## src/rtl/riscv_hs_staller.sv

```systemverilog
// riscv_hs_staller: single-entry rdy/ack pipeline slice that injects burst and
// stall patterns on its output side, so that back-pressure can be exercised
// between any two pipeline stages. Beat order is preserved and no beat is
// ever dropped or duplicated.
//
// Ports:
//   clk          clock, rising edge
//   rstn         asynchronous active-low reset
//   mode         00 pass, 01 pseudo-random, 10 fixed pattern, 11 same as 00
//   rdy_in       upstream valid
//   ack_in       upstream accept (transfer on rdy_in && ack_in)
//   data_in      upstream data
//   rdy_out      downstream valid (transfer on rdy_out && ack_out)
//   ack_out      downstream accept
//   data_out     buffered beat
//   stall_active high while the FSM is in STALL
//   xfer_cnt     number of output transfers, wraps at 2^32
module riscv_hs_staller #(
  parameter int unsigned WIDTH     = 32,
  parameter int unsigned BURST_MIN = 0,
  parameter int unsigned BURST_MAX = 3,
  parameter int unsigned STALL_MIN = 1,
  parameter int unsigned STALL_MAX = 5,
  parameter logic [15:0] SEED      = 16'hACE1
) (
  input  logic             clk,
  input  logic             rstn,
  input  logic [1:0]       mode,
  input  logic             rdy_in,
  output logic             ack_in,
  input  logic [WIDTH-1:0] data_in,
  output logic             rdy_out,
  input  logic             ack_out,
  output logic [WIDTH-1:0] data_out,
  output logic             stall_active,
  output logic [31:0]      xfer_cnt
);

  localparam int unsigned BRANGE = BURST_MAX - BURST_MIN + 1;
  localparam int unsigned SRANGE = STALL_MAX - STALL_MIN + 1;

  typedef enum logic {RUN, STALL} state_t;

  state_t           r_state;
  logic             r_full;
  logic [WIDTH-1:0] r_data;
  logic [7:0]       r_burst;
  logic [7:0]       r_stall;
  logic [15:0]      r_lfsr;
  logic [31:0]      r_xfer;

  logic       w_in_fire, w_out_fire, w_gen, w_rand;
  logic [7:0] w_draw_b, w_draw_s;

  // Stall generation only runs in modes 01/10; 11 aliases pass-through.
  assign w_gen  = (mode == 2'b01) || (mode == 2'b10);
  assign w_rand = (mode == 2'b01);

  assign rdy_out      = r_full && (r_state == RUN);
  // A full buffer can still take a beat in the cycle it is drained.
  assign ack_in       = !r_full || (rdy_out && ack_out);
  assign w_in_fire    = rdy_in && ack_in;
  assign w_out_fire   = rdy_out && ack_out;
  assign data_out     = r_data;
  assign stall_active = (r_state == STALL);
  assign xfer_cnt     = r_xfer;

  // Low byte picks the burst, high byte the stall; both ranges inclusive.
  assign w_draw_b = w_rand ? 8'(BURST_MIN + (32'(r_lfsr[7:0])  % BRANGE)) : 8'(BURST_MAX);
  assign w_draw_s = w_rand ? 8'(STALL_MIN + (32'(r_lfsr[15:8]) % SRANGE)) : 8'(STALL_MAX);

  // Single-entry buffer and output transfer counter.
  always_ff @(posedge clk or negedge rstn) begin
    if (!rstn) begin
      r_full <= 1'b0;
      r_data <= '0;
      r_xfer <= '0;
    end else begin
      if (w_in_fire) begin
        r_data <= data_in;
        r_full <= 1'b1;
      end else if (w_out_fire) begin
        r_full <= 1'b0;
      end
      if (w_out_fire) r_xfer <= r_xfer + 32'd1;
    end
  end

  // 16-bit Galois LFSR, free-running every cycle out of reset.
  always_ff @(posedge clk or negedge rstn) begin
    if (!rstn) r_lfsr <= SEED;
    else       r_lfsr <= r_lfsr[0] ? ((r_lfsr >> 1) ^ 16'hB400) : (r_lfsr >> 1);
  end

  // Burst/stall FSM. r_burst counts remaining extra transfers in the burst,
  // r_stall counts remaining stall cycles including the current one.
  always_ff @(posedge clk or negedge rstn) begin
    if (!rstn) begin
      r_state <= RUN;
      r_burst <= 8'(BURST_MAX);
      r_stall <= '0;
    end else begin
      case (r_state)
        RUN: begin
          if (w_out_fire && w_gen) begin
            if (r_burst == 8'd0) begin
              r_state <= STALL;
              r_stall <= w_draw_s;
              r_burst <= w_draw_b;
            end else begin
              r_burst <= r_burst - 8'd1;
            end
          end
        end
        STALL: begin
          if (!w_gen) begin
            // Leaving the stall modes mid-stall restarts a full burst.
            r_state <= RUN;
            r_burst <= 8'(BURST_MAX);
          end else if (r_stall == 8'd1) begin
            r_state <= RUN;
          end else begin
            r_stall <= r_stall - 8'd1;
          end
        end
        default: r_state <= RUN;
      endcase
    end
  end

endmodule

```

## config.mk

```make
export PLATFORM = sky130hd
export DESIGN_NAME = riscv_hs_staller
export DESIGN_NICKNAME = d
export VERILOG_FILES = /design/src/rtl/riscv_hs_staller.sv
export SDC_FILE = /design/constraint.sdc
export NUM_CORES = 1
export LEC_CHECK = 0
export ABC_AREA = 0
export BUFFER_PORTS_ARGS = -buffer_cell sky130_fd_sc_hd__clkbuf_2
export CORE_MARGIN = 2
export CORE_UTILIZATION = 38
export CTS_CLUSTER_DIAMETER = 200
export DETAILED_ROUTE_END_ITERATION = 16
export PLACE_DENSITY = 0.59
export SKIP_CTS_REPAIR_TIMING = 1
export SYNTH_ARGS = -nofsm -noshare
export SYNTH_HDL_FRONTEND = slang
export SYNTH_SLANG_ARGS = --single-unit
```

## constraint.sdc

```tcl
create_clock -name clk -period 9.9 [get_ports clk]
set_input_delay 1.98 -clock clk [delete_from_list [all_inputs] [get_ports clk]]
set_output_delay 1.98 -clock clk [all_outputs]
set_load 0.05 [all_outputs]
```

Yosys cells after proc, flatten, opt, wreduce, memory -nomap -nowiden
Cells that the tools add are included.
Word-level totals
  word-level logic and storage cells: 52
  register bits: 98
Operators by class
  equality and inequality tests: 8
  bitwise gates (word level): 2
  multiplexer cells: 19
  divide/modulo/power cells: 1
  reductions and logical operators: 11
  add/sub/neg operators: 4
Operators by type and width (number)
  2-to-1 mux 8 bit: 8
  adder 32 x 1 -> 32 bit (second input constant): 1
  remainder unit 8 x 3 -> 32 bit (second input constant): 1
  one-hot mux 8 bit (2 select lines): 2
  2-to-1 mux 16 bit: 1
  subtractor 8 x 1 -> 8 bit (second input constant): 2
  adder 1 x 8 -> 8 bit (first input constant): 1
  equality test 8 x 1 -> 1 bit (second input constant): 1
  logical NOT 8 bit: 1
  2-to-1 mux 1 bit: 6
  != test 2 x 1 -> 1 bit (second input constant): 3
  logical AND 1 bit: 4
  != test 2 bit (second input constant): 2
  inverter 3 -> 4 bit: 1
  AND reduction 4 bit: 1
  equality test 2 x 1 -> 1 bit (second input constant): 1
  equality test 2 bit (second input constant): 1
  logical OR 1 bit: 2
  2-to-1 mux 2 bit: 1
  one-hot mux 1 bit (2 select lines): 1
  AND reduction 2 bit: 1
  nonzero test 2 bit: 1
  logical NOT 1 bit: 1
  inverter 1 bit: 1

Longest topological paths before layout
  depth in word-level cells: 6
  gate-level depth with buffers: 29
  depth with buffers taken out: 25

Worst setup path before layout
Ideal clock, no wire load.
  kind: register to register
  start: register r_lfsr[13]
  end: register r_stall[1]
  library setup time: 0.132 ns
  required time: 9.768 ns
  stages on the path, launching flop included: 30
  arrival: 5.403 ns
  period minus slack after synthesis: 5.535 ns
  slack: 4.365 ns
  cells stage by stage: dfstp_2 -> buf_4 -> nor2_1 -> inv_1 -> ha_1 -> and2b_1 -> nand4_1 -> and3_1 -> buf_4 -> a31o_1 -> a211oi_2 -> buf_4 -> xor2_1 -> ha_1 -> o211a_2 -> nor3_2 -> and2_0 -> buf_2 -> xnor2_1 -> ha_1 -> inv_1 -> nor2_1 -> o21ai_0 -> a31oi_1 -> o21a_1 -> nor2_1 -> or3_4 -> a21o_1 -> a32oi_1 -> o21ai_1
On the way
  longest elaborated chain between the ends: 6
RTL lines
  from (decl): RTL line 49  | logic [15:0] r_lfsr;
  from (signal assigned): RTL line 92  | else r_lfsr <= r_lfsr[0] ? ((r_lfsr >> 1) ^ 16'hB400) : (r_lfsr >> 1);
  remainder unit 8 x 3 -> 32 bit: RTL line 70  | assign w_draw_s = w_rand ? 8'(STALL_MIN + (32'(r_lfsr[15:8]) % SRANGE)) : 8'(STALL_MAX);
  adder 1 x 8 -> 8 bit: RTL line 70
  2-to-1 mux 8 bit: RTL line 70
  2-to-1 mux 8 bit: RTL line 106  | if (r_burst == 8'd0) begin
  2-to-1 mux 8 bit: RTL line 105  | if (w_out_fire && w_gen) begin
  one-hot mux 8 bit (2 select lines): RTL line 103  | case (r_state)
  to (signal assigned): RTL line 108  | r_stall <= w_draw_s;
  to (signal assigned): RTL line 123  | r_stall <= r_stall - 8'd1;
  to (decl): RTL line 48  | logic [7:0] r_stall;
No other way between the ends. The select of a mux whose other input is x is not followed.
A chain may end at the register's enable or synchronous reset.

Worst setup path in the final report
Same ends and word-level chain as after synthesis.

==> results by group <==
Layout
  • Nets: 719
  • Area delta synth->final: 17.3%
  • Layout fillers: roughly 1.4k
  • Final instance count without filler cells: between 800 and 900
  • Number of diodes: 0
  • Final Instance Area: roughly 0.0067 mm2
  • Layout cells sized above 1: roughly 28%

Clocking
  • CTS tree: yes
  • H-Tree Depth: 3
  • Root Driver: clkbuf_16
  • Clock sink count: just under 100
  • Clock latency on the worst-skew pair: roughly 340 ps
  • Clock tree buffer depth: 2
  • CTS buffer count: 9
  • Reg clk slew, reported paths: about 70 ps

Detailed routing
  • DRT Wirelength: around 13 mm
  • Residual DRC: 0
  • Initial detailed-routing violation count: 221
  • Vias/cell: approximately 5.4
  • WL/cell: roughly 15 um
  • Final antenna-violating net count: 0
  • Via count: about 4.7k
  • DR pass1 iterations: 4

Floorplanning
  • Std-Cell Rows: 44
  • Die height: roughly 130 um
  • Initial core utilization: between 30% and 40%
  • Area of the core: between 0.01 and 0.015 mm2
  • Io pins: around 110
  • Die Wd: about 130 um
  • Die Area: about 0.016 mm2

Logic synthesis
  • Yosys reg bits: just under 100
  • Number of distinct library cells after synthesis: a little under 80
  • Post-synth top area share: between 30 and 40%
  • Syn Std Cell Area: approximately 0.0057 mm2
  • Post-synthesis instance total: between 500 and 600
  • Syn Area/Cell: 9.96 um2
  • EDFF count, synth: 0
  • Ys Warns: 0
  • Seq/Total Area, Yosys: a little over two fifths
  • Async SR Flop Fraction: 100%
  • Synth top area cells: dfrtp_1 (39%), mux2_2 (6.3%), xnor2_1 (5.2%)
  • Area leader, netlist: dfrtp_1
  • Mapped Nets: between 600 and 700
  • Most used DFF post-synth: dfrtp_1

Setup path
  • Startpoint class of the critical path: flip-flop
  • Critical Path End Type: flip-flop
  • Worst Path Required: 10,110 ps
  • CP Class: reg -> reg
  • Worst EP arrival: a little under 7000 ps
  • Crit-path max FO: 26

Global routing
  • Largest net degree at the start of global routing: 84
  • Overflow after GRT: 0
  • First-pass GRT wire length: roughly 21 mm
  • Total global-route track usage: between 10% and 20%
  • Number of global-route vias before repair: ~4.3k
  • Initial antenna violation count: 0

STA
  • Setup violators final: 0
  • RSZ-0062 raised after global routing: no
  • Tcrit/Tclk final: approximately 68%
  • Fin. Hold Viols: 0
  • Crit path time final: 6720 ps
  • Minimum hold slack: ~350 ps
  • Setup_tns: 0 ps
  • Slew headroom: 31.3%
  • Final clock skew: 10.1 ps
  • Worst-margin pin slew: a little over 1000 ps
  • Max Clk Rate: 149 MHz
  • Final count of pins violating max slew: 0

Power
  • Power Dens Cells: 198 mW/mm2
  • Worst vdd ir: between 90 and 100 uV
  • P_leak: 2.97 nW

Placement
  • Post-placement cell count: between 800 and 900
  • Final GP Congestion: just under 0.9
  • DP Area: between 0.006 and 0.007 mm2
  • Post-detail-place hpwl: 9.40 mm
  • Count of input and output buffers: about 100

Min path
  • Min-delay worst type: reg -> reg

Run
  • Max-cap violation count: 0

Run status
  • Status: completed
==> cell usage after synthesis (all sizes together), types with 6 or more instances <==
cell type   n
o31ai       6
inv        14
xnor2      34
a21oi      16
nand4      13
mux2i       7
clkbuf      6
nand3      27
or3        11
o21ai      37
nor3       21
dfrtp      88
a21o        9
and2        8
mux2       32
a211oi      7
o211ai      6
nand2b      6
dfstp      10
nor2b       8
a31oi       9
and3        6
buf        14
nor2       45
xor2       15
nand2      41
ha         11
==> power by group <==
part | internal (W) | switching [W] | leakage [nW]
logic | 0.000119 | 0.000283 | 1.58
clock network | 0.000226 | 0.000159 | 0.163
registers | 0.000476 | 0.0000597 | 1.23
==> critical path, cell delays in order (launching register included) <==
cell      delay (ps)
dfstp_2          820
nor2_1           120
inv_1            110
ha_1             290
and2b_1          340
mux2i_1          100
a31oi_1          420
o211ai_1         240
a211oi_2         580
xor2_1           290
ha_1             260
o211a_2          150
nor3_2           320
and2_0           350
xnor2_1          250
ha_1             340
inv_1             90
nor2_1           150
o21ai_0           90
a31oi_1          150
o21a_1           180
nor2_1           110
or3_4            390
a21o_1           170
a32oi_1          190
o21ai_1           80
==> worst paths after layout <==
kind / endpoint / slack, ps / cells after the start / start
min in group asynchronous: xfer_cnt[11]$_DFFE_PN0P_ / 1490 / 1 / rstn
max reg2reg: r_stall[1]$_DFFE_PN0P_ / 3180 / 25 / r_lfsr[13]$_DFF_PN1_
max: r_stall[1]$_DFFE_PN0P_ / 3180 / 25 / r_lfsr[13]$_DFF_PN1_
min: r_lfsr[2]$_DFF_PN0_ / 350 / 0 / r_lfsr[3]$_DFF_PN0_
min reg2reg: r_lfsr[2]$_DFF_PN0_ / 350 / 0 / r_lfsr[3]$_DFF_PN0_
max in group asynchronous: data_out[29]$_DFFE_PN0P_ / 7130 / 2 / rstn
==> routing by layer <==
layer	routed length [um]	track usage (%)
met5	0	0
met2	5860	25.5
met4	158	4.98
met1	6080	21.7
met3	607	2.57
==> registers in the layout (all words and copies together) (netlist names) <==
signal and cells:
data_out 32, r_full 1, r_stall 8, stall_active 1
r_burst 8, xfer_cnt 32, r_lfsr 16
==> cell families (layout without fill, tap and decap cells) <==
group	Yosys count	in the layout	share of synthesized area, %
compound gates	123	123	14.9
flops	98	98	43.2
fa+ha+maj	11	11	2.41
buf+inv	35	137	2.98
mux	39	39	7.54
xor+xnor	49	49	7.52
simple gates	218	218	21.5
==> through the flow <==
| stage | power (W) | utilization (%) | worst slack (ps) |
|---|---|---|---|
| 6_report | 0.00132 | 45.9 | 3180 |
| 5_1_grt | 0.00140 | 45.9 | 2530 |
| 4_1_cts | 0.00134 | 45.9 | 3240 |
| 3_5_place_dp | 0.000949 | 43.6 | 3290 |
| 3_3_place_gp | 0.000942 | 43.6 | 3550 |
| 2_1_floorplan | 0.000841 | - | 4370 |
==> cell type report <==
class / instances / area (um2) / share of cell area (%)
Clock buffer: 9 / 225 / 3.37
Multi-Input combinational cell: 440 / 3070 / 45.9
Clock inverter: 7 / 106 / 1.59
Inverter: 15 / 56.3 / 0.841
Sequential cell: 98 / 2460 / 36.8
Tap cell: 184 / 230 / 3.44
Timing Repair Buffer: 106 / 538 / 8.04
==> layout by cell type, fill, tap and decap left out, drive strengths merged, types with 13 or more instances in the layout <==
cell type	netlist	final
xor2	15	15
dfrtp	88	88
a21oi	16	16
nor3	21	21
clkbuf	6	112
mux2	32	32
nor2	45	45
nand4	13	13
inv	14	18
nand2	41	41
nand3	27	27
xnor2	34	34
o21ai	37	37
Power figures use the tool's default switching activity.
